==> src/rtl/seq_det_pkg.sv <==
// Shared helpers for the parametrised serial sequence detector family.
// Width helpers for the fill counter and saturating counters, plus a
// pattern-border helper for predicting overlapping detections.
package seq_det_pkg;

    // Legal pattern length range for seq_detector_param.
    localparam int MIN_PATTERN_LEN = 2;
    localparam int MAX_PATTERN_LEN = 32;

    // Number of bits needed to hold a fill value of 0..len-1.
    function automatic int fill_w(input int len);
        return $clog2(len);
    endfunction

    // Largest value a w-bit saturating counter reaches (w up to 63).
    function automatic longint unsigned cnt_max(input int w);
        return (64'd1 << w) - 64'd1;
    endfunction

    // Length of the longest proper border of the len-bit pattern, i.e. the
    // longest prefix that is also a suffix.  This is how many bits of one
    // match can be reused by the next one when overlap is enabled.
    // The pattern is MSB-first: pattern[len-1] is the first bit received.
    function automatic int pattern_border(input logic [31:0] pattern, input int len);
        logic [31:0] mask;
        logic [31:0] prefix;
        logic [31:0] suffix;
        for (int b = len - 1; b >= 1; b--) begin
            mask   = (32'd1 << b) - 32'd1;
            prefix = (pattern >> (len - b)) & mask;
            suffix = pattern & mask;
            if (prefix == suffix) begin
                return b;
            end
        end
        return 0;
    endfunction

endpackage : seq_det_pkg

==> src/rtl/sat_counter.sv <==
// Saturating up-counter with synchronous clear and asynchronous active-low
// reset.  Clear has priority over increment; at all-ones the count holds.
module sat_counter #(
    parameter int W = 8
) (
    input  logic         clock,
    input  logic         reset_n,
    input  logic         inc,
    input  logic         clr,
    output logic [W-1:0] q
);

    localparam logic [W-1:0] CNT_MAX = {W{1'b1}};

    logic [W-1:0] count_q;
    logic [W-1:0] count_d;

    // Next count: clear wins, otherwise step up until saturation.
    always_comb begin
        count_d = count_q;
        if (clr) begin
            count_d = '0;
        end else if (inc && (count_q != CNT_MAX)) begin
            count_d = count_q + W'(1);
        end
    end

    // Count register.
    always_ff @(posedge clock or negedge reset_n) begin
        if (!reset_n) begin
            count_q <= '0;
        end else begin
            count_q <= count_d;
        end
    end

    assign q = count_q;

endmodule : sat_counter

==> src/rtl/seq_detector_param.sv <==
// Parametrised serial sequence detector.  Keeps a shift register of the last
// PATTERN_LEN-1 accepted bits plus a fill count, flags a match combinationally
// (Mealy) on the completing bit and registered (Moore) one cycle later, and
// counts matches in a saturating counter.
module seq_detector_param
    import seq_det_pkg::*;
#(
    parameter int                     PATTERN_LEN = 4,
    parameter logic [PATTERN_LEN-1:0] PATTERN     = 4'b1011,
    parameter bit                     OVERLAP     = 1'b1,
    parameter int                     CNT_W       = 8
) (
    input  logic             clock,
    input  logic             reset_n,
    input  logic             en,
    input  logic             x,
    input  logic             clear,
    output logic             y_mealy,
    output logic             y_moore,
    output logic [CNT_W-1:0] match_count,
    output logic             busy
);

    localparam int              FW       = fill_w(PATTERN_LEN);
    localparam int              HW       = PATTERN_LEN - 1;
    localparam logic [FW-1:0]   FILL_MAX = FW'(PATTERN_LEN - 1);

    // Reject pattern lengths the shift/fill logic is not built for.
    if ((PATTERN_LEN < MIN_PATTERN_LEN) || (PATTERN_LEN > MAX_PATTERN_LEN)) begin : g_len_check
        $error("seq_detector_param: PATTERN_LEN must be in 2..32");
    end

    logic [HW-1:0] hist_q;
    logic [HW-1:0] hist_d;
    logic [HW-1:0] hist_shift;
    logic [FW-1:0] fill_q;
    logic [FW-1:0] fill_d;
    logic          y_moore_q;
    logic          match_now;
    logic          accept;

    // A bit is accepted only when qualified and not overridden by clear.
    assign accept = en & ~clear;

    // Match completes when history is full and history plus the incoming bit
    // equals the pattern.  Fill is zero in reset, so this is low in reset.
    assign match_now = accept & (fill_q == FILL_MAX) & ({hist_q, x} == PATTERN);

    // Shifted history: newest bit enters at bit 0, oldest falls off the top.
    assign hist_shift[0] = x;
    for (genvar gi = 1; gi < HW; gi++) begin : g_shift
        assign hist_shift[gi] = hist_q[gi-1];
    end

    // Next history and fill count.
    always_comb begin
        hist_d = hist_q;
        fill_d = fill_q;
        if (clear) begin
            hist_d = '0;
            fill_d = '0;
        end else if (en) begin
            hist_d = hist_shift;
            if (match_now && !OVERLAP) begin
                // Non-overlapping: a finished match may not seed the next.
                fill_d = '0;
            end else if (fill_q != FILL_MAX) begin
                fill_d = fill_q + FW'(1);
            end
        end
    end

    // History, fill and Moore output registers.
    always_ff @(posedge clock or negedge reset_n) begin
        if (!reset_n) begin
            hist_q    <= '0;
            fill_q    <= '0;
            y_moore_q <= 1'b0;
        end else begin
            hist_q    <= hist_d;
            fill_q    <= fill_d;
            y_moore_q <= match_now;
        end
    end

    sat_counter #(
        .W (CNT_W)
    ) u_match_cnt (
        .clock   (clock),
        .reset_n (reset_n),
        .inc     (match_now),
        .clr     (clear),
        .q       (match_count)
    );

    assign y_mealy = match_now;
    assign y_moore = y_moore_q;
    assign busy    = (fill_q != '0);

endmodule : seq_detector_param

==> config.mk <==
export PLATFORM = sky130hd
export DESIGN_NAME = seq_detector_param
export DESIGN_NICKNAME = d
export VERILOG_FILES = /design/src/rtl/seq_det_pkg.sv /design/src/rtl/sat_counter.sv /design/src/rtl/seq_detector_param.sv
export SDC_FILE = /design/constraint.sdc
export NUM_CORES = 1
export LEC_CHECK = 0
export CAP_MARGIN = 40
export CORE_UTILIZATION = 45
export CTS_BUF_LIST = sky130_fd_sc_hd__clkbuf_8
export DETAILED_ROUTE_END_ITERATION = 7
export GPL_TIMING_DRIVEN = 0
export HOLD_SLACK_MARGIN = 0.1
export MAX_ROUTING_LAYER = met4
export PLACE_DENSITY_LB_ADDON = 0.08
export SYNTH_ARGS = -nofsm -noshare
export SYNTH_HDL_FRONTEND = slang
export SYNTH_SLANG_ARGS = --single-unit
export TNS_END_PERCENT = 50
==> constraint.sdc <==
create_clock -name clock -period 3.4 [get_ports clock]
set_input_delay 0.68 -clock clock [delete_from_list [all_inputs] [get_ports clock]]
set_output_delay 0.68 -clock clock [all_outputs]
set_load 0.05 [all_outputs]
==> impl_metrics.toml, run 1 <==
[synth]
syn_area_um2 = 754
synth_cell_types = 29
avgSynthCellArea_um2 = 10.2
yosysSeqAreaShare_pct = 46.4
yosysMostFrequentCell = "dfrtp_1"
synth_edf_count = 0
synthTopCellsByArea = "dfrtp_1 (46%), mux2i_1 (5.3%), ha_1 (5.0%), inv_1 (4.0%), nor2_1 (3.5%)"
synth_nets = 82
postSynthCellCount = 74
yosys_warnings = 0
yosysTopAreaCell = "dfrtp_1"
yosys.area.top_type_share_pct = 46.4
synth.top_cells.by_count = "dfrtp_1 (14), inv_1 (8), nor2_1 (7)"
synth_flop_cell = "dfrtp_1"
async_flop_share_pct = 100
synth_seq_cells = 14

[route]
drt_iter0_markers = 11
drc_errors = 0
vias = 611
vias_per_cell = 5.76
drtAntennaViolNets = 0
dr.pass1.iters = 4
routed_wl_mm = 1.38
wl_per_cell_um = 13.0

[setup_path]
rrSetupSlack_ps = 1500
r2r_cells = 5
cp-end-kind = "output port"
crit_fanout = 10
r2r_end = "u_match_cnt.q[1]$_DFFE_PN0P_"
crit_arrival_ps = 2430
cp_data_required_time_ps = 2720
worstSetupPathType = "primary input to output port"
startpoint_type = "primary input"
worstReg2RegStart = "u_match_cnt.q[0]$_DFFE_PN0P_"

[final_layout]
multi_input_area_um2 = 347
fillers = 146
seq_area_um2 = 350
n_antenna_cell = 0
area_growth_pct = 25.4
layout-drive-gt1-share_pct = 12.2
fin_nets = 100

[global_route]
antenna_found_initial = 0
grt_use_met3_pct = 2.98
grt_pass1_wl_mm = 2.42
grt_overflow = 0
met1_usage_pct = 23.4
grt_pass1_vias = 547
track_usage_pct = 18.0
grt.met2_usage_pct = 28.2
grt.busiest_layer = "met2"
grt_max_degree = 15

[sta]
rsz0062_at_grt = "false"
timing.final.crit_share_pct = 91.5
setup-violations-final = 0
max_freq_ghz = 0.322
fin_tns_setup_ps = 0
tightest_slew_ps = 589
drv_slew = 0
skew_ps = 3.81
max_slew_margin_pct = 60.6
hold_violations = 0
period_needed_ps = 3110

[run_status]
status = "complete, no violations"

[cts]
cts_root_buffer = "clkbuf_8"
cts.repair.resized = 0
cts_tree = "yes"
cts_buffers = 3
htreeDepth = 1
clock-sinks = 14
holdBufCountCts = 0
postCtsSetupRepairBufs = 0
clockBufferDepth = 2
cts.clk_slew.worst_paths_ps = 50
clock_latency_ps = 240

[floorplan]
io_pins = 16
num_rows = 14
die-area_mm2 = 0.00184
die_h_um = 42.9
core_mm2 = 0.00154
initial_utilization_pct = 48.9
die_w_um = 42.9

[min_path]
whs_path_depth = 1
hold_path_end = "u_match_cnt.q[7]$_DFFE_PN0P_"
hold_path_class = "register to register"
hold_start = "u_match_cnt.q[7]$_DFFE_PN0P_"

[power_and_ir_drop]
p_per_area_mw_per_mm2 = 354
fin_total_pwr_uw = 335
p_leak_uw = 0.000430
vdd_drop_max_v = 0.000317

[placed_design]
hpwlAfterDp_mm = 1.03
place.gp.congestion = 0.748
numPortBuffers = 13

[job]
cap_violations = 0
-- worst max-delay path, cell delays in order --
cell and delay, ps:
clkdlybuf4s50_1 490, nand4_2 120, buf_6 170, inv_1 140
clkdlybuf4s50_1 830
-- sequential cells by signal (all words and copies together), names as in the netlist --
register / cells
y_moore: 1
hist_q: 3
fill_q: 2
u_match_cnt.q: 8
-- through the flow --
step	worst slack [ps]	util (%)	hold WS [ps]	instance area [um2]	instances
after floorplan	1040	-	384	754	74
after global placement	300	58.7	494	905	103
after detailed placement	288	58.7	502	905	103
after CTS	276	61.4	512	946	106
after global routing	221	61.4	537	946	106
final	291	61.4	511	946	106
-- power breakdown --
group          internal, uW  leakage [uW]  total, uW  switching, uW
Sequential              171      0.000193        173           2.64
Combinational          13.7      0.000215       34.4           20.7
Clock                  77.8     0.0000216        127           49.3
-- metal layers --
metal | vias to the layer above | share of wire, %
met1 | 294 | 47
met2 | 18 | 47
met5 | - | 0
met3 | 3 | 4.7
met4 | 0 | 1.5
li1 | 296 | -
-- logic make-up (layout without fill, tap and decap cells) --
group           count (synthesis)  in the layout  synth area share, %
buf+inv                        11             27                 7.63
compound gates                 13             13                 11.8
flops                          14             14                 46.4
simple gates                   27             27                 21.2
xor+xnor                        1              1                 1.16
fa+ha+maj                       3              3                 4.98
mux                             5              5                 6.80
-- how the worst max path moves through the flow --
stage | startpoint | to | slack, ps
global placement | x | y_mealy | 300
detailed placement | x | y_mealy | 290
finish | x | y_mealy | 290
floorplan | clear | y_mealy | 1040
CTS | x | y_mealy | 280
global route | x | y_mealy | 220
-- cell usage in the layout, fill, tap and decap left out, types with 2 or more instances in the layout --
master,instances
o31ai_1,3
nor2_1,7
buf_6,2
clkdlybuf4s50_1,13
mux2i_1,4
nand2_1,4
dfrtp_1,14
ha_1,3
clkbuf_8,3
nor2b_1,2
or4_1,2
a21oi_1,3
inv_1,8
nand3_1,4
a31oi_1,2
-- cell type report --
| class | instances | share of cell area (%) |
|---|---|---|
| plain buffers | 3 | 2.91 |
| clock buffers | 3 | 4.37 |
| inverters | 8 | 3.17 |
| multi-input cells | 49 | 36.6 |
| flip-flops and latches | 14 | 37.0 |
| well taps | 16 | 2.12 |
| repair buffers | 13 | 13.8 |
Note: power is estimated with default switching activity, not from simulation.
==> run 2, diff against run 1 <==
Settings changed: ABC_CLOCK_PERIOD_IN_PS from default to 3400, CTS_BUF_LIST sky130_fd_sc_hd__clkbuf_8 to default.
==> run 2 against run 1 <==
Effect of this change:
- clock skew is 1.8 ps higher
- total power fell by 12%
- sequential share of layout area grew 0.75 points
- routed wire length down 1.4%
- critical path type unchanged
- via count decreased by 0.33%
- critical endpoint unchanged
- largest cell class unchanged
- sequential power barely moved
- register-to-register slack gained 20 ps
- first-iteration DRC count grew 18%
==> impl_metrics.toml, run 2 (synthesis results as in run 1) <==
[sta]
timing.final.crit_share_pct = 91.4
skew_ps = 5.59
rsz0062_at_grt = "false"
max_freq_ghz = 0.322
whs_ps = 510
fin_ws_ps = 291
hold_violations = 0
drv_slew = 0
setup-violations-final = 0
period_needed_ps = 3110
max_slew_margin_pct = 60.7
tightest_slew_ps = 588
fin_tns_setup_ps = 0

[route]
drt_iter0_markers = 13
vias_per_cell = 5.75
drtAntennaViolNets = 0
drc_errors = 0
routed_wl_mm = 1.36
vias = 609
wl_per_cell_um = 12.8
dr.pass1.iters = 4

[final_layout]
n_antenna_cell = 0
fillers = 151
final_cell_mix = "dfrtp_1 (14), clkdlybuf4s50_1 (13), inv_1 (8)"
area_growth_pct = 22.9
fin_util_pct = 60.1
final_area_um2 = 927
largest_reg_flops = 8
fin_nets = 100
final_common_cell = "dfrtp_1"
layout-drive-gt1-share_pct = 12.2

[cts]
holdBufCountCts = 0
postCtsSetupRepairBufs = 0
cts.clk_slew.worst_paths_ps = 70
htreeDepth = 1
cts_tree = "yes"
clock_latency_ps = 270
clockBufferDepth = 2
cts_root_buffer = "clkbuf_4"
cts.repair.resized = 0
clock-sinks = 14
cts_buffers = 3

[floorplan]
num_rows = 14
io_pins = 16
die_w_um = 42.9
die_h_um = 42.9
initial_utilization_pct = 48.9
die-area_mm2 = 0.00184
core_mm2 = 0.00154

[power_and_ir_drop]
p_sw_uw = 69.7
combPwrFrac_pct = 11.7
p_leak_uw = 0.000423
p_seq_share_pct = 58.6
power_frac_clock_pct = 29.7
p_per_area_mw_per_mm2 = 318
internal-power_uw = 225
p_sw_share_pct = 23.7
vdd_drop_max_v = 0.000282

[setup_path]
crit_fanout = 10
worstSetupPathType = "primary input to output port"
startpoint_type = "primary input"
rrSetupSlack_ps = 1520
r2r_cells = 5
cp-end-kind = "output port"
cp_data_required_time_ps = 2720
worstReg2RegStart = "u_match_cnt.q[0]$_DFFE_PN0P_"
crit_arrival_ps = 2430
r2r_end = "u_match_cnt.q[1]$_DFFE_PN0P_"

[min_path]
hold_path_class = "register to register"
hold_path_end = "u_match_cnt.q[7]$_DFFE_PN0P_"
whs_path_depth = 1
hold_start = "u_match_cnt.q[7]$_DFFE_PN0P_"

[placed_design]
place_ws_ps = 288
hpwlAfterDp_mm = 1.03
numPortBuffers = 13
placed_cell_area_um2 = 905
place.gp.congestion = 0.748

[global_route]
track_usage_pct = 18.0
grt_overflow = 0
antenna_found_initial = 0
grt_max_degree = 15
grt_pass1_vias = 546
grt_pass1_wl_mm = 2.42

[run_status]
status = "complete, no violations"

[job]
cap_violations = 0
run 2: critical path, cell delays in order:
cell	delay, ps
clkdlybuf4s50_1	490
nand4_2	120
buf_6	170
inv_1	140
clkdlybuf4s50_1	830
run 2: final cells by class:
class | count | area, um2 | share of cell area (%)
Sequential cell | 14 | 350 | 37.8
Tap cell | 16 | 20.0 | 2.16
Multi-Input combinational cell | 49 | 347 | 37.4
Buffer | 3 | 27.5 | 2.97
Clock buffer | 3 | 22.5 | 2.43
Inverter | 8 | 30.0 | 3.24
Timing Repair Buffer | 13 | 130 | 14.0
run 2: routing by layer:
layer  track usage (%)  share of wire [%]  wire (um)
met1              22.8                 47        635
met2              27.9                 48        646
met3              4.26                3.8         52
met4              7.27                1.6         22
met5                 -                  0          0
run 2: power groups by stage:
stage	Combinational (uW)	Clock (uW)	Sequential (uW)
global route	39.7	102	173
floorplan	22.9	0	175
detailed placement	35.1	0	176
global placement	34.6	0	176
CTS	35.4	90.8	173
finish	34.4	87.4	173
run 2: per-stage QoR:
stage | total power [uW] | cells
2_1_floorplan | 198 | 74
3_3_place_gp | 210 | 103
3_5_place_dp | 211 | 103
4_1_cts | 299 | 106
5_1_grt | 315 | 106
6_report | 294 | 106
run 2: worst max path at each step:
stage	depth (start not counted)	start	end	slack, ps
after detailed placement	5	x	y_mealy	290
after global placement	5	x	y_mealy	300
after floorplan	5	clear	y_mealy	1040
after CTS	5	x	y_mealy	280
final	5	x	y_mealy	290
after global routing	5	x	y_mealy	220
